## config.mk

```make
export PLATFORM = sky130hd
export DESIGN_NAME = computation_sequencer_flat
export DESIGN_NICKNAME = d
export VERILOG_FILES = /design/src/rtl/computation_sequencer_pkg.sv /design/src/rtl/computation_sequencer_if.sv /design/src/rtl/computation_sequencer_cmd_fifo.sv /design/src/rtl/computation_sequencer.sv /design/src/flat_wrapper.sv
export SDC_FILE = /design/constraint.sdc
export NUM_CORES = 1
export LEC_CHECK = 0
export BUFFER_PORTS_ARGS = -buffer_cell sky130_fd_sc_hd__buf_2
export CORE_MARGIN = 5
export CORE_UTILIZATION = 40
export DETAILED_ROUTE_END_ITERATION = 8
export GPL_TIMING_DRIVEN = 1
export HOLD_SLACK_MARGIN = 0.03
export PLACE_DENSITY = 0.62
export SKIP_LAST_GASP = 1
export SLEW_MARGIN = 40
export SYNTH_ARGS = -nofsm -noshare
export SYNTH_HDL_FRONTEND = slang
export SYNTH_SLANG_ARGS = --single-unit
export TNS_END_PERCENT = 50
```

## constraint.sdc

```tcl
create_clock -name clk -period 3.11 [get_ports clk]
set_input_delay 0.933 -clock clk [delete_from_list [all_inputs] [get_ports clk]]
set_output_delay 0.933 -clock clk [all_outputs]
set_load 0.01 [all_outputs]
```

## src/rtl/computation_sequencer_pkg.sv

```systemverilog
// computation_sequencer_pkg: shared opcode, FSM state and command types
package computation_pkg;

    typedef enum logic [1:0] {
        OP_AND  = 2'b00,
        OP_NAND = 2'b01,
        OP_NOR  = 2'b10,
        OP_XOR  = 2'b11
    } opcode_t;

    typedef enum logic [2:0] {
        IDLE,
        SEED,
        SETTLE,
        WAIT_CMD,
        ISSUE,
        RELEASE,
        DONE
    } seq_state_t;

    typedef struct packed {
        logic       last;
        opcode_t    opcode;
        logic [3:0] y;
    } cmd_t;

endpackage

```

## src/rtl/computation_sequencer_if.sv

```systemverilog
// computation_sequencer_if: seed, command, device and result signals of the sequencer
interface computation_sequencer_if #(
    parameter int CNT_W = 8
);
    logic             init_valid;
    logic             init_ready;
    logic [3:0]       init_x;
    logic             cmd_valid;
    logic             cmd_ready;
    logic [1:0]       cmd_opcode;
    logic [3:0]       cmd_y;
    logic             cmd_last;
    logic [3:0]       dev_x;
    logic [3:0]       dev_y;
    logic [1:0]       dev_opcode;
    logic             dev_req;
    logic             dev_reset;
    logic [3:0]       dev_result;
    logic             res_valid;
    logic             res_ready;
    logic [3:0]       res_data;
    logic             busy;
    logic [CNT_W-1:0] op_count;

    modport master (
        output init_valid, init_x, cmd_valid, cmd_opcode, cmd_y, cmd_last, dev_result, res_ready,
        input  init_ready, cmd_ready, dev_x, dev_y, dev_opcode, dev_req, dev_reset,
               res_valid, res_data, busy, op_count
    );

    modport slave (
        input  init_valid, init_x, cmd_valid, cmd_opcode, cmd_y, cmd_last, dev_result, res_ready,
        output init_ready, cmd_ready, dev_x, dev_y, dev_opcode, dev_req, dev_reset,
               res_valid, res_data, busy, op_count
    );
endinterface

```

## src/rtl/computation_sequencer_cmd_fifo.sv

```systemverilog
// cmd_fifo: synchronous command FIFO with registered full/empty flags
module cmd_fifo
    import computation_pkg::*;
#(
    parameter int DEPTH = 4
) (
    input  logic clk,
    input  logic rst_n,
    input  logic push_i,
    input  cmd_t din_i,
    input  logic pop_i,
    output cmd_t dout_o,
    output logic full_o,
    output logic empty_o
);
    localparam int AW = $clog2(DEPTH);

    cmd_t          mem_q [DEPTH];
    logic [AW-1:0] wr_q;
    logic [AW-1:0] rd_q;
    logic [AW:0]   cnt_q;
    logic [AW:0]   cnt_d;
    logic          full_q;
    logic          empty_q;
    logic          push;
    logic          pop;

    assign push    = push_i && !full_q;
    assign pop     = pop_i && !empty_q;
    assign cnt_d   = cnt_q + {{AW{1'b0}}, push} - {{AW{1'b0}}, pop};
    assign dout_o  = mem_q[rd_q];
    assign full_o  = full_q;
    assign empty_o = empty_q;

    // Storage carries no reset; the empty flag guards every read of it.
    always_ff @(posedge clk) begin
        if (push) mem_q[wr_q] <= din_i;
    end

    // Pointers wrap naturally because DEPTH is a power of two; flags track the next count.
    always_ff @(posedge clk or negedge rst_n) begin
        if (!rst_n) begin
            wr_q    <= '0;
            rd_q    <= '0;
            cnt_q   <= '0;
            full_q  <= 1'b0;
            empty_q <= 1'b1;
        end else begin
            wr_q    <= wr_q + AW'(push);
            rd_q    <= rd_q + AW'(pop);
            cnt_q   <= cnt_d;
            full_q  <= cnt_d == (AW+1)'(DEPTH);
            empty_q <= cnt_d == '0;
        end
    end
endmodule

```

## src/rtl/computation_sequencer.sv

```systemverilog
// computation_sequencer: seeds the device, issues one req pulse per queued command, returns the result
module computation_sequencer
    import computation_pkg::*;
#(
    parameter int DEPTH = 4,
    parameter int CNT_W = 8
) (
    input  logic                   clk,
    input  logic                   reset,
    computation_sequencer_if.slave bus
);
    seq_state_t       state_q;
    logic [3:0]       dev_x_q;
    logic [3:0]       dev_y_q;
    logic [1:0]       dev_op_q;
    logic             dev_req_q;
    logic             dev_reset_q;
    logic             last_q;
    logic             res_valid_q;
    logic [3:0]       res_data_q;
    logic             busy_q;
    logic             init_ready_q;
    logic [CNT_W-1:0] op_count_q;
    cmd_t             head;
    logic             full;
    logic             empty;
    logic             pop;

    assign pop = state_q == WAIT_CMD && !empty;

    cmd_fifo #(.DEPTH(DEPTH)) u_fifo (
        .clk    (clk),
        .rst_n  (reset),
        .push_i (bus.cmd_valid),
        .din_i  ('{last: bus.cmd_last, opcode: opcode_t'(bus.cmd_opcode), y: bus.cmd_y}),
        .pop_i  (pop),
        .dout_o (head),
        .full_o (full),
        .empty_o(empty)
    );

    assign bus.init_ready = init_ready_q;
    assign bus.cmd_ready  = !full;
    assign bus.dev_x      = dev_x_q;
    assign bus.dev_y      = dev_y_q;
    assign bus.dev_opcode = dev_op_q;
    assign bus.dev_req    = dev_req_q;
    assign bus.dev_reset  = dev_reset_q;
    assign bus.res_valid  = res_valid_q;
    assign bus.res_data   = res_data_q;
    assign bus.busy       = busy_q;
    assign bus.op_count   = op_count_q;

    // Sequencer FSM; every output is set on the edge entering the state it belongs to.
    always_ff @(posedge clk or negedge reset) begin
        if (!reset) begin
            state_q      <= IDLE;
            dev_x_q      <= '0;
            dev_y_q      <= '0;
            dev_op_q     <= '0;
            dev_req_q    <= 1'b0;
            dev_reset_q  <= 1'b0;
            last_q       <= 1'b0;
            res_valid_q  <= 1'b0;
            res_data_q   <= '0;
            busy_q       <= 1'b0;
            init_ready_q <= 1'b1;
            op_count_q   <= '0;
        end else begin
            case (state_q)
                IDLE: if (bus.init_valid) begin
                    state_q      <= SEED;
                    dev_x_q      <= bus.init_x;
                    op_count_q   <= '0;
                    dev_reset_q  <= 1'b1;
                    init_ready_q <= 1'b0;
                    busy_q       <= 1'b1;
                end
                SEED: begin
                    dev_reset_q <= 1'b0;
                    state_q     <= SETTLE;
                end
                SETTLE: state_q <= WAIT_CMD;
                WAIT_CMD: if (!empty) begin
                    dev_op_q  <= head.opcode;
                    dev_y_q   <= head.y;
                    last_q    <= head.last;
                    dev_req_q <= 1'b1;
                    state_q   <= ISSUE;
                end
                ISSUE: begin
                    dev_req_q  <= 1'b0;
                    op_count_q <= &op_count_q ? op_count_q : op_count_q + 1'b1;
                    state_q    <= RELEASE;
                end
                // The device commits on the falling req edge, so its result is settled by the end of this cycle.
                RELEASE: if (last_q) begin
                    state_q     <= DONE;
                    res_valid_q <= 1'b1;
                    res_data_q  <= bus.dev_result;
                end else begin
                    state_q <= WAIT_CMD;
                end
                DONE: if (bus.res_ready) begin
                    state_q      <= IDLE;
                    res_valid_q  <= 1'b0;
                    busy_q       <= 1'b0;
                    init_ready_q <= 1'b1;
                end
                default: state_q <= IDLE;
            endcase
        end
    end
endmodule
```

## src/flat_wrapper.sv

```systemverilog
// flat-port wrapper written by rule: the top's interface ports become plain ports
module computation_sequencer_flat import computation_pkg::*;
#(
    parameter int DEPTH = 4,
    parameter int CNT_W = 8
)
  (clk, reset, bus_init_valid, bus_init_x, bus_cmd_valid, bus_cmd_opcode, bus_cmd_y, bus_cmd_last, bus_dev_result, bus_res_ready, bus_init_ready, bus_cmd_ready, bus_dev_x, bus_dev_y, bus_dev_opcode, bus_dev_req, bus_dev_reset, bus_res_valid, bus_res_data, bus_busy, bus_op_count);
  computation_sequencer_if #(.CNT_W(CNT_W)) bus_i ();
  input  logic clk;
  input  logic reset;
  input wire logic [$bits(bus_i.init_valid)-1:0] bus_init_valid;
  input wire logic [$bits(bus_i.init_x)-1:0] bus_init_x;
  input wire logic [$bits(bus_i.cmd_valid)-1:0] bus_cmd_valid;
  input wire logic [$bits(bus_i.cmd_opcode)-1:0] bus_cmd_opcode;
  input wire logic [$bits(bus_i.cmd_y)-1:0] bus_cmd_y;
  input wire logic [$bits(bus_i.cmd_last)-1:0] bus_cmd_last;
  input wire logic [$bits(bus_i.dev_result)-1:0] bus_dev_result;
  input wire logic [$bits(bus_i.res_ready)-1:0] bus_res_ready;
  output wire logic [$bits(bus_i.init_ready)-1:0] bus_init_ready;
  output wire logic [$bits(bus_i.cmd_ready)-1:0] bus_cmd_ready;
  output wire logic [$bits(bus_i.dev_x)-1:0] bus_dev_x;
  output wire logic [$bits(bus_i.dev_y)-1:0] bus_dev_y;
  output wire logic [$bits(bus_i.dev_opcode)-1:0] bus_dev_opcode;
  output wire logic [$bits(bus_i.dev_req)-1:0] bus_dev_req;
  output wire logic [$bits(bus_i.dev_reset)-1:0] bus_dev_reset;
  output wire logic [$bits(bus_i.res_valid)-1:0] bus_res_valid;
  output wire logic [$bits(bus_i.res_data)-1:0] bus_res_data;
  output wire logic [$bits(bus_i.busy)-1:0] bus_busy;
  output wire logic [$bits(bus_i.op_count)-1:0] bus_op_count;
  assign bus_i.init_valid = bus_init_valid;
  assign bus_i.init_x = bus_init_x;
  assign bus_i.cmd_valid = bus_cmd_valid;
  assign bus_i.cmd_opcode = bus_cmd_opcode;
  assign bus_i.cmd_y = bus_cmd_y;
  assign bus_i.cmd_last = bus_cmd_last;
  assign bus_i.dev_result = bus_dev_result;
  assign bus_i.res_ready = bus_res_ready;
  assign bus_init_ready = bus_i.init_ready;
  assign bus_cmd_ready = bus_i.cmd_ready;
  assign bus_dev_x = bus_i.dev_x;
  assign bus_dev_y = bus_i.dev_y;
  assign bus_dev_opcode = bus_i.dev_opcode;
  assign bus_dev_req = bus_i.dev_req;
  assign bus_dev_reset = bus_i.dev_reset;
  assign bus_res_valid = bus_i.res_valid;
  assign bus_res_data = bus_i.res_data;
  assign bus_busy = bus_i.busy;
  assign bus_op_count = bus_i.op_count;
  computation_sequencer #(.DEPTH(DEPTH), .CNT_W(CNT_W)) u_core (.clk(clk), .reset(reset), .bus(bus_i));
endmodule
```

* After elaboration in Yosys (flattened, before gate mapping)
Memories as Yosys holds them, arrays and structs flattened. A register that Yosys moved wholly into a read port is not among the register bits.
Cells that the tools add are included.
** Storage, ports and cells
- Output and inout port bits :: 28
- Flip-flop bits (word level) :: 33
- Memories :: 1
- Bits of input ports :: 20
- Logic and storage cells :: 77
- Bits in writable memories :: 28
** Memories
- u_core.u_fifo.mem_q :: depth 4, bits a word 7, rd ports 1, clocked after memory_dff 1, wr ports 1, RTL line computation_sequencer_cmd_fifo.sv:18 : cmd_t mem_q [DEPTH];
** Cells by class
- Eq/ne operators :: 12
- Reductions and logical operators :: 23
- Mux-type cells :: 21
- Add/subtract/negate cells :: 5
- Bitwise operators :: 1
** Operator list (count)
- 3-bit case mux with 7 select lines :: 1
- 8-bit 2-to-1 mux :: 2
- 8-bit case mux with 2 select lines :: 1
- 3-bit equality test (second input constant) :: 4
- 3-bit 2-to-1 mux :: 4
- 3-bit AND reduction :: 4
- 1-bit case mux with 2 select lines :: 5
- 2-bit AND reduction :: 5
- 2-bit nonzero test :: 5
- 8-bit by 1-bit adder with 8-bit output (second input constant) :: 1
- 1-bit 2-to-1 mux :: 8
- 2-bit != test (second input constant) :: 4
- 8-bit AND reduction :: 1
- 3-bit by 2-bit equality test with 1-bit output (second input constant) :: 2
- 3-bit logical NOT :: 2
- 2-bit by 1-bit adder with 2-bit output :: 2
- 3-bit by 1-bit adder with 3-bit output :: 1
- 3-bit by 1-bit equality test with 1-bit output (second input constant) :: 1
- 1-bit logical AND :: 3
- 1-bit logical NOT :: 3
- 3-bit by 1-bit subtractor with 3-bit output :: 1
- 2-bit by 1-bit != test with 1-bit output (second input constant) :: 1
- 1-bit inverter :: 1

* Depth between registers and ports, before layout
Gate-level depths: netlist (run 1).
- Depth in word-level cells :: 5
- Mapped depth :: 11
- Depth with buffers taken out :: 8

* Cells and area by module
Synthesis (run 1) repeated with hierarchy kept, for this count alone.
** Second synthesis, totals
- Cell total of the unflattened synthesis :: 203
- Area, all modules :: 2852.7 um^2
** Modules (own cells, without submodules)
- cmd_fifo :: cells an instance 67, times used 1, area each 1430.1 um^2, seq. area each 1067.3 um^2
- computation_sequencer :: cells an instance 136, times used 1, area each 1422.6 um^2, seq. area each 777.0 um^2

* Least setup slack after synthesis (run 1)
OpenSTA, ideal clock, no wires.
- Kind :: input -> register
- Start point :: in bus_cmd_valid
- End point :: reg u_core.u_fifo.full_q, in the netlist u_core.u_fifo.full_o
- Arrival :: 2.455 ns
- Stages on the path :: 9
- Setup slack :: 0.566 ns
- Required time :: 3.022 ns
- Cell sequence :: nor2b_1 > clkbuf_1 > xor2_1 > ha_1 > inv_1 > fa_1 > xnor2_1 > xnor2_1 > nor3b_1
** On the way
- Cells in the longest elaborated chain, start to end :: 4
** Ends and longest elaborated chain
- start: declaration :: RTL line flat_wrapper.sv:13 : input wire logic [$bits(bus_i.cmd_valid)-1:0] bus_cmd_valid;
- 1-bit logical AND :: RTL line computation_sequencer_cmd_fifo.sv:28 : assign push = push_i && !full_q;
- 3-bit by 1-bit adder with 3-bit output :: RTL line computation_sequencer_cmd_fifo.sv:30 : assign cnt_d = cnt_q + {{AW{1'b0}}, push} - {{AW{1'b0}}, pop};
- 3-bit by 1-bit subtractor with 3-bit output :: RTL line computation_sequencer_cmd_fifo.sv:30
- net u_core.u_fifo.cnt_d[2] :: RTL line computation_sequencer_cmd_fifo.sv:22 : logic [AW:0] cnt_d;
- 3-bit equality test :: RTL line computation_sequencer_cmd_fifo.sv:52 : full_q <= cnt_d == (AW+1)'(DEPTH);
- end signal: assignment :: RTL line computation_sequencer_cmd_fifo.sv:52
- end: declaration :: RTL line computation_sequencer_cmd_fifo.sv:23 : logic full_q;
The timed path passes the listed nets, and every way through them passes these cells.
A chain may end at the register's enable or synchronous reset.

* Worst setup path in the final report (run 1)
- Start point :: reg u_core.state_q[2]
- End point :: reg u_core.u_fifo.full_q, in the netlist u_core.u_fifo.full_o
** On the way
- Cells in the longest elaborated chain, start to end :: 5
** Ends and longest elaborated chain
- start: declaration :: RTL line computation_sequencer.sv:12 : seq_state_t state_q;
- start signal: assignment :: RTL line computation_sequencer.sv:57 : state_q <= IDLE;
- start signal: assignment :: RTL line computation_sequencer.sv:72 : state_q <= SEED;
- start signal: assignment :: RTL line computation_sequencer.sv:81 : state_q <= SETTLE;
- 3-bit by 2-bit equality test with 1-bit output :: RTL line computation_sequencer.sv:29 : assign pop = state_q == WAIT_CMD && !empty;
- 1-bit logical AND :: RTL line computation_sequencer.sv:29
- 1-bit logical AND :: RTL line computation_sequencer_cmd_fifo.sv:29 : assign pop = pop_i && !empty_q;
- 3-bit by 1-bit subtractor with 3-bit output :: RTL line computation_sequencer_cmd_fifo.sv:30
- net u_core.u_fifo.cnt_d[2] :: RTL line computation_sequencer_cmd_fifo.sv:22
- 3-bit equality test :: RTL line computation_sequencer_cmd_fifo.sv:52
The timed path passes the listed nets, and every way through them passes these cells.

==> out/metrics.csv, run 1 <==
metric,value,unit
outcome,finished clean,
met2_usage,20.17,%
wl,4888,microns
synth_cell_types,40,
tritoncts,built,
first_pass_iters,4,
yosysWarnings,0,
wl_per_cell,14.29,microns
synth_nets,214,
track_usage,12.42,%
layout_setup_ws,0.5593,ns
powerDensity,962.0,nW/um^2
endpoint_kind,flip-flop,
min_path_cells,1,
start_kind,flip-flop,
hp-class,flip-flop to flip-flop,
tns,0,ns
clockRootBuffer,clkbuf_8,
clkTransAtPathRegs,0.08,ns
gp_congestion,0.7835,
syn_area,2819,sq um
rsz0062_at_grt,false,
die_area,8827,sq um
cp_max_fo,14,
grt_start_max_net_pins,41,
ys_top_cells_by_area,"dfrtp_1 34%, edfxtp_1 30%, mux2_2 6.0%",
initial_utilization,41.26,%
ff2ff_setup_slack,0.56,ns
layout-drive-gt1-share,39.02,%
final.setup_skew,0.007035,ns
grt_pass1_wl,8273,microns
avgSynthCellArea,14.84,sq um
combPwrFrac,32.0,%
p_sw_share,33.37,%
fin_crit,2.551,ns
cts_made_buffers,9,
slew_headroom,56.74,%
post-route-period-util,82.02,%
critPathKind,flip-flop to flip-flop,
min_from,u_core.u_fifo.cnt_q[2],
synth_ff_type,dfrtp_1,
antenna_left,0,
antenna_found_initial,0,
coreArea,6832,sq um
busiest_layer,met2,
grt.overflow.total,0,
hold_viol,0,
final_common_cell,buf_2,
fmax,392.0,MHz
fillCellCount,618,
final_core_util,49.05,%
leakagePower,0.001373,uW
die_w,93.95,microns
worst_hold_path.endpoint,u_core.u_fifo.cnt_q[2],
setup_violations,0,
r2r_end,u_core.u_fifo.full_o,
synth-edff-count,28,
ios,48,
chipHeight,93.95,microns
cp_num_buf_inv,1,
r2r_cells,8,
clk_latency,0.34,ns
met3_usage,4.087,%
post_cts_buffers,0,
grt_use_met1,14.91,%
remaining_drc_errors,0,
crit_chain,"and4bb_2, xor2_1, ha_1, inv_1, fa_1, xnor2_1, xnor2_1, nor3b_1",
ir_drop,0.0004283,V
drt-initial-drc-count,49,
worstMarginPinSlew,0.6464,ns
cpMostUsedCell,xnor2_1,
path_delay_family,simple AND/OR/NAND/NOR gates,
clock_path_buffers,2,
ys_ff_latch,68,
diodes,0,
crit_required,3.36,ns
synth-async-reset-ratio,58.82,%
numPortBuffers,47,
critPathMaxStageDelay,0.58,ns
final_cell_mix,"46 x buf_2, 38 x dfrtp_1, 28 x edfxtp_1",
clock_sinks,68,
slowest_stage,and4bb_2,
synth_top_cell_by_area,dfrtp_1,
cap_viol_max_count,0,
areaGrowthSynthToFinish,18.86,%
p_sw,1076,uW
netlist_instances,190,
p_int,2148,uW
dpl.hpwl,3323,microns
cts_hold_buf,0,
nets,265,
arrival,2.80,ns
cts-resized-gates,0,
slew_viol_final,0,
num_rows,30,
multi_input_area,885.9,sq um
hold_slack,0.4876,ns
grt_pass1_vias,1768,
rr_startpoint,u_core.state_q[2],
viasPerCell,4.927,
vias,1685,
dp_slack,0.4307,ns
seq_power_share,44.8,%
yosysTopAreaCellShare,33.73,%
clock_power_share,23.2,%
synth-seq-area-share,65.42,%
final-seq-area,1844,sq um
htreeDepth,3,
[cells in the mapped netlist (all sizes together), types with 3 or more instances]
| master | n |
|---|---|
| a21o | 3 |
| a21oi | 7 |
| ha | 3 |
| nor2b | 3 |
| nand2 | 9 |
| buf | 8 |
| xor2 | 3 |
| mux2 | 15 |
| dfrtp | 38 |
| o21ai | 12 |
| o31ai | 4 |
| clkbuf | 3 |
| inv | 7 |
| nor2 | 9 |
| mux4 | 7 |
| edfxtp | 28 |
| xnor2 | 3 |
[worst max-delay path by stage]
stage,start,to,slack [ns],cells after the start
floorplan,bus_cmd_valid,u_core.u_fifo.full_o,0.57,9
global placement,bus_cmd_valid,u_core.u_fifo.full_o,0.57,9
detailed placement,bus_cmd_valid,u_core.u_fifo.full_o,0.43,9
CTS,u_core.state_q[2],u_core.u_fifo.full_o,0.50,8
global route,u_core.state_q[2],u_core.u_fifo.full_o,0.30,8
finish,u_core.state_q[2],u_core.u_fifo.full_o,0.56,8
[metrics by stage]
step                      area [sq um]  cells  power, uW
after floorplan                   2819    190       2206
after global placement            3142    326       2491
after detailed placement          3144    326       2518
after CTS                         3351    342       3288
after global routing              3351    342       3473
final                             3351    342       3224
[worst register-to-register path, stage by stage, from the launching register on]
cell	delay [ns]
dfrtp_1	0.53
and4bb_2	0.59
xor2_1	0.19
ha_1	0.16
inv_1	0.04
fa_1	0.37
xnor2_1	0.19
xnor2_1	0.17
nor3b_1	0.23
[cell type report]
cell class | instances | area share, %
Inverter | 7 | 0.7842
Timing Repair Buffer | 51 | 7.991
Sequential cell | 68 | 55.04
Multi-Input combinational cell | 104 | 26.44
Clock buffer | 9 | 3.697
Tap cell | 96 | 3.585
Clock inverter | 7 | 2.465
[metal layers]
layer	vias to the layer above	part of all wire (%)	wire, microns
met5	-	0	0
met4	0	1.7	81
met3	9	6.3	310
met2	42	47	2307
met1	828	45	2188
li1	806	-	-
[state kept, by name, indices dropped and copies added, names as in the netlist, 2 cells and up]
register / count
u_core.u_fifo.mem_q: 28
u_core.bus.op_count: 8
u_core.bus.dev_x: 4
u_core.bus.dev_y: 4
u_core.bus.res_data: 4
u_core.state_q: 3
u_core.u_fifo.cnt_q: 3
u_core.bus.dev_opcode: 2
u_core.u_fifo.rd_q: 2
u_core.u_fifo.wr_q: 2
[power by group through the flow]
| stage | Sequential [uW] | Combinational, uW | Clock (uW) |
|---|---|---|---|
| 3_3_place_gp | 1460 | 1030 | 0 |
| 2_1_floorplan | 1460 | 747 | 0 |
| 4_1_cts | 1450 | 1050 | 786 |
| 3_5_place_dp | 1470 | 1050 | 0 |
| 5_1_grt | 1490 | 1160 | 824 |
| 6_report | 1440 | 1030 | 749 |
[cells by family after synthesis]
| logic type | Yosys count | share of synthesized area, % |
|---|---|---|
| AOI/OAI and AO/OA | 33 | 7.457 |
| xor gates and xnor gates | 6 | 1.865 |
| adders and majority gates | 4 | 2.042 |
| buffers and inverters | 18 | 3.151 |
| DFF | 68 | 65.42 |
| muxes | 22 | 11.58 |
| and+or+nand+nor | 39 | 8.477 |
Note: power is estimated with default switching activity, not from simulation.
==> inputs of run 2 (changes only) <==
--- a/config.mk
+++ b/config.mk
@@ -5,6 +5,7 @@
 export SDC_FILE = /design/constraint.sdc
 export NUM_CORES = 1
 export LEC_CHECK = 0
+export ABC_AREA = 1
 export BUFFER_PORTS_ARGS = -buffer_cell sky130_fd_sc_hd__buf_2
 export CORE_MARGIN = 5
 export CORE_UTILIZATION = 40
==> constraint.sdc (replaced) <==
create_clock -name clk -period 2.55 [get_ports clk]
set_input_delay 0.765 -clock clk [delete_from_list [all_inputs] [get_ports clk]]
set_output_delay 0.765 -clock clk [all_outputs]
set_load 0.01 [all_outputs]
==> out/metrics.csv, run 2 <==
metric,value,unit,change
worstMarginPinSlew,0.5928,ns,-0.05366 ns
yosysTopAreaCellShare,32.74,%,-0.99 points
layout-drive-gt1-share,27.30,%,-12 points
netlist_instances,274,,+44%
grt_start_max_net_pins,41,,unchanged
yosysMostFrequentCell,nand2_1,,
final_common_cell,nand2_1,,
cap_viol_max_count,0,,unchanged
diodes,0,,unchanged
clock_sinks,68,,unchanged
clkTransAtPathRegs,0.08,ns,about the same
ys_ff_latch,68,,unchanged
cts_hold_buf,0,,unchanged
endpoint_kind,flip-flop,,
antenna_found_initial,0,,unchanged
rsz0062_at_grt,false,,
yosysWarnings,0,,unchanged
wl,5249,microns,+7.4%
largest-register,u_core.u_fifo.mem_q,,
post_cts_buffers,0,,unchanged
antenna_left,0,,unchanged
viasPerCell,4.583,,-7.0%
die_area,9064,sq um,+2.7%
clockRootBuffer,clkbuf_8,,
post-route-period-util,85.62,%,+3.6 points
wl_per_cell,12.04,microns,-16%
synth_ff_type,dfrtp_1,,
avgSynthCellArea,10.60,sq um,-29%
num_rows,31,,+3.3%
synth-seq-area-share,63.51,%,-1.9 points
setup_violations,0,,unchanged
drt-initial-drc-count,106,,+120%
ff2ff_setup_slack,0.37,ns,-0.19 ns
final_cell_mix,"67 x nand2_1, 47 x buf_2, 38 x dfrtp_1",,
nets,356,,+34%
dpl.hpwl,3774,microns,+14%
place_inst,420,,+29%
synth_top_cell_by_area,dfrtp_1,,
rr_startpoint,u_core.state_q[2],,
critPathKind,flip-flop to flip-flop,,
grt.overflow.total,0,,unchanged
ys_top_cells_by_area,"dfrtp_1 33%, edfxtp_1 29%, nand2_1 8.7%",,
htreeDepth,3,,unchanged
remaining_drc_errors,0,,unchanged
slew_viol_final,0,,unchanged
synth-async-reset-ratio,58.82,%,unchanged
first_pass_iters,4,,unchanged
finalPower,3782,uW,+17%
slew_headroom,60.48,%,+3.7 points
numPortBuffers,47,,unchanged
hp-class,input port to asynchronous set/reset pin,,
final.setup_skew,0.01123,ns,+0.004190 ns
r2r_end,u_core.u_fifo.empty_o,,
tns,0,ns,unchanged
synth_nets,298,,+39%
r2r_cells,10,,+2
cp_max_fo,8,,-6
grt_pass1_wl,8832,microns,+6.8%
fmax,458.0,MHz,+17%
hold_viol,0,,unchanged
start_kind,flip-flop,,
tritoncts,built,,
powerDensity,1098,nW/um^2,+14%
coreArea,7176,sq um,+5.0%
crit_required,2.82,ns,-0.54 ns
gp_congestion,0.8216,,+4.9%
fin_crit,2.183,ns,-0.3674 ns
largest_register_ff_count,28,,unchanged
chipHeight,95.21,microns,+1.3%
ios,48,,unchanged
arrival,2.46,ns,-0.34 ns
vias,1998,,+19%
ir_drop,0.0005761,V,+35%
clock_path_buffers,2,,unchanged
synth_cell_types,34,,-15%
final-instance-count-excl-fill,436,,+27%
outcome,finished clean,,
cts-resized-gates,0,,unchanged
track_usage,13.12,%,+0.70 points
syn_area,2904,sq um,+3.0%
clk_latency,0.34,ns,about the same
cts_made_buffers,9,,unchanged
die_w,95.21,microns,+1.3%
synth_commonest_cells,"67 x nand2_1, 38 x dfrtp_1, 29 x nor2_1",,
initial_utilization,40.47,%,-0.79 points
areaGrowthSynthToFinish,18.57,%,
grt_pass1_vias,1939,,+9.7%
synth-edff-count,28,,unchanged
leakagePower,0.001577,uW,+15%
-- run 2: logic make-up (layout without fill, tap and decap cells) --
logic type / after synthesis / count (layout) / share of synthesized area [%]
AOI/OAI and AO/OA: 37 / 37 / 7.583
xor gates and xnor gates: 7 / 7 / 2.111
adders and majority gates: 4 / 4 / 1.982
buffers and inverters: 27 / 90 / 4.265
DFF: 68 / 68 / 63.51
muxes: 4 / 4 / 1.551
and+or+nand+nor: 127 / 127 / 19.00
-- run 2: where the power goes --
part | total, uW | internal, uW | switching [uW]
Clock | 767 | 354 | 413
Combinational | 1240 | 522 | 714
Sequential | 1780 | 1500 | 276
Total | 3780 | 2380 | 1400
-- run 2: worst max-delay path by stage --
stage,start,endpoint,slack (ns),cells past startpoint
floorplan,bus_cmd_valid,u_core.u_fifo.full_o,0.31,9
global placement,bus_cmd_valid,u_core.u_fifo.full_o,0.23,10
detailed placement,bus_cmd_valid,u_core.u_fifo.full_o,0.17,10
CTS,u_core.state_q[2],u_core.u_fifo.empty_o,0.36,10
global route,u_core.state_q[2],u_core.u_fifo.full_o,0.16,10
finish,u_core.state_q[2],u_core.u_fifo.empty_o,0.37,10
-- run 2: worst max-delay path, stage by stage, from the launching register on --
cell     delay, ns
dfrtp_1       0.46
inv_2         0.12
nand3_1       0.11
nor2_2        0.15
xor2_1        0.17
ha_1          0.16
inv_1         0.05
fa_1          0.47
inv_1         0.05
or2_2         0.28
nor2_1        0.10
-- run 2: layout make-up --
class,count,area (sq um)
clock buffers,9,123.9
flip-flops and latches,68,1844
inverters,20,75.07
multi-input cells,179,935.9
repair buffers,54,287.8
clock inverters,7,52.55
well taps,99,123.9
fillers,651,3732
-- run 2: per-layer routing --
metal	global-route usage, %	routed length (microns)	up-vias
met5	0	0	-
met4	5.769	100	0
met3	4.736	279	10
met2	22.04	2619	39
met1	14.98	2250	928
li1	-	-	1021
-- run 2: metrics by stage --
stage / util [%] / hold slack (ns) / setup WS, ns / area [sq um]
floorplan: - / 0.4559 / 0.3106 / 2904
global placement: 45.53 / 0.4542 / 0.2319 / 3267
detailed placement: 45.53 / 0.4548 / 0.1676 / 3267
CTS: 47.99 / 0.4659 / 0.3629 / 3443
global route: 47.99 / 0.4904 / 0.1629 / 3443
finish: 47.99 / 0.4570 / 0.3666 / 3443
==> inputs of run 3 (changes only) <==
--- a/config.mk
+++ b/config.mk
@@ -5,7 +5,7 @@
 export SDC_FILE = /design/constraint.sdc
 export NUM_CORES = 1
 export LEC_CHECK = 0
-export ABC_AREA = 1
+export ABC_AREA = 0
 export BUFFER_PORTS_ARGS = -buffer_cell sky130_fd_sc_hd__buf_2
 export CORE_MARGIN = 5
 export CORE_UTILIZATION = 40
@@ -18,4 +18,4 @@
 export SYNTH_ARGS = -nofsm -noshare
 export SYNTH_HDL_FRONTEND = slang
 export SYNTH_SLANG_ARGS = --single-unit
-export TNS_END_PERCENT = 50
+export TNS_END_PERCENT = 5
==> out/metrics.csv, run 3 (synthesis results as in run 1) <==
metric,value,unit,change
outcome,finished clean,,
remaining_drc_errors,0,,unchanged
grt_pass1_vias,1743,,-10%
final_common_cell,buf_2,,
arrival,2.45,ns,about the same
powerDensity,1176,nW/um^2,+7.1%
tritoncts,built,,
hold_slack,0.4760,ns,+0.01903 ns
ir_drop,0.0004314,V,-25%
post_cts_buffers,0,,unchanged
wl_per_cell,14.38,microns,+19%
die_w,93.95,microns,-1.3%
post-route-period-util,86.63,%,+1.0 points
largest-register,u_core.u_fifo.mem_q,,
cp_max_fo,4,,-4
grt_use_met1,15.40,%,+0.42 points
initial_utilization,41.26,%,+0.79 points
grt_pass1_wl,8252,microns,-6.6%
tns,0,ns,unchanged
fmax,452.7,MHz,-1.2%
cts_made_buffers,9,,unchanged
track_usage,12.22,%,-0.90 points
drt-initial-drc-count,61,,-42%
dp_slack,0.1050,ns,-0.06263 ns
grt.overflow.total,0,,unchanged
nets,269,,-24%
cts_hold_buf,0,,unchanged
htreeDepth,3,,unchanged
crit_required,2.79,ns,-0.03 ns
num_rows,30,,-3.2%
dpl.hpwl,3374,microns,-11%
vias,1672,,-16%
gp_congestion,0.7515,,-8.5%
leakagePower,0.001398,uW,-11%
met2_usage,19.22,%,-2.8 points
start_kind,flip-flop,,
rsz0062_at_grt,false,,
final-instance-count-excl-fill,346,,-21%
antenna_found_initial,0,,unchanged
layout-drive-gt1-share,38.80,%,+12 points
hold_viol,0,,unchanged
critPathKind,flip-flop to flip-flop,,
grt_start_max_net_pins,41,,unchanged
worstMarginPinSlew,0.5193,ns,-0.07347 ns
cts-resized-gates,0,,unchanged
endpoint_kind,flip-flop,,
ios,48,,unchanged
antenna_left,0,,unchanged
clk_latency,0.33,ns,about the same
wl,4974,microns,-5.2%
first_pass_iters,4,,unchanged
clockRootBuffer,clkbuf_8,,
fillCellCount,611,,-6.1%
final_cell_mix,"47 x buf_2, 38 x dfrtp_1, 28 x edfxtp_1",,
layout_setup_ws,0.3410,ns,-0.02563 ns
slew_headroom,65.38,%,+4.9 points
chipHeight,93.95,microns,-1.3%
final.setup_skew,0.007032,ns,-0.004193 ns
busiest_layer,met2,,
slew_viol_final,0,,unchanged
clkTransAtPathRegs,0.07,ns,about the same
coreArea,6832,sq um,-4.8%
viasPerCell,4.832,,+5.5%
place_inst,330,,-21%
numPortBuffers,47,,unchanged
diodes,0,,unchanged
areaGrowthSynthToFinish,19.93,%,
clock_path_buffers,2,,unchanged
largest_register_ff_count,28,,unchanged
final_core_util,49.49,%,+1.5 points
clock_sinks,68,,unchanged
die_area,8827,sq um,-2.6%
met3_usage,5.128,%,+0.39 points
hp-class,input port to asynchronous set/reset pin,,
fin_crit,2.209,ns,+0.02563 ns
cap_viol_max_count,0,,unchanged
setup_violations,0,,unchanged
## run 3: cell types whose count changed in the layout (fill, tap and decap cells not counted), sizes merged, moves of 7 or more
cell and change:
inv -14, o21ai -18, nand3 -9, mux4 +7, nor2 -23, nand2 -62
mux2 +11
## run 3: power by group
group | leakage [uW] | internal (uW) | switching [uW]
clock | 0.000105 | 552 | 378
sequential | 0.000738 | 1520 | 228
combinational | 0.000556 | 659 | 645
## run 3: per-layer routing
| layer | share of wire (%) | up-vias |
|---|---|---|
| li1 | - | 811 |
| met5 | 0 | - |
| met3 | 7.1 | 5 |
| met4 | 0.58 | 0 |
| met2 | 47 | 53 |
| met1 | 46 | 803 |
## run 3: worst paths after layout
path | from | endpoint | slack (ns) | cells past startpoint
max reg2reg | u_core.u_fifo.empty_o | u_core.u_fifo.full_o | 0.34 | 8
min in group clk | u_core.bus.init_ready | u_core.bus.init_ready | 0.49 | 2
max | u_core.u_fifo.empty_o | u_core.u_fifo.full_o | 0.34 | 8
min | reset | u_core.bus.op_count[1] | 0.48 | 2
min reg2reg | u_core.bus.init_ready | u_core.bus.init_ready | 0.49 | 2
max in group asynchronous | reset | u_core.bus.init_ready | 1.70 | 2
## run 3: worst max-delay path, stage by stage (launching register included)
cell and delay (ns):
dfstp_2 0.52, and4bb_2 0.27, xor2_1 0.17, ha_1 0.16
inv_1 0.05, fa_1 0.37, xnor2_1 0.15, xnor2_1 0.22
nor3b_1 0.22
## run 3: per-stage QoR
| stage | cell area, sq um | total power [uW] |
|---|---|---|
| floorplan | 2819 | 2691 |
| global placement | 3172 | 3070 |
| detailed placement | 3172 | 3101 |
| CTS | 3381 | 4052 |
| global route | 3381 | 4266 |
| finish | 3381 | 3977 |
## run 3: final cells by class
cell class                      count  area, sq um  area share (%)
Multi-Input combinational cell    104        885.9           26.20
Tap cell                           96        120.1           3.553
Clock inverter                      4        73.82           2.184
Clock buffer                       12        135.1           3.997
Timing Repair Buffer               55        295.3           8.734
Inverter                            7        26.28          0.7772
Sequential cell                    68         1844           54.55
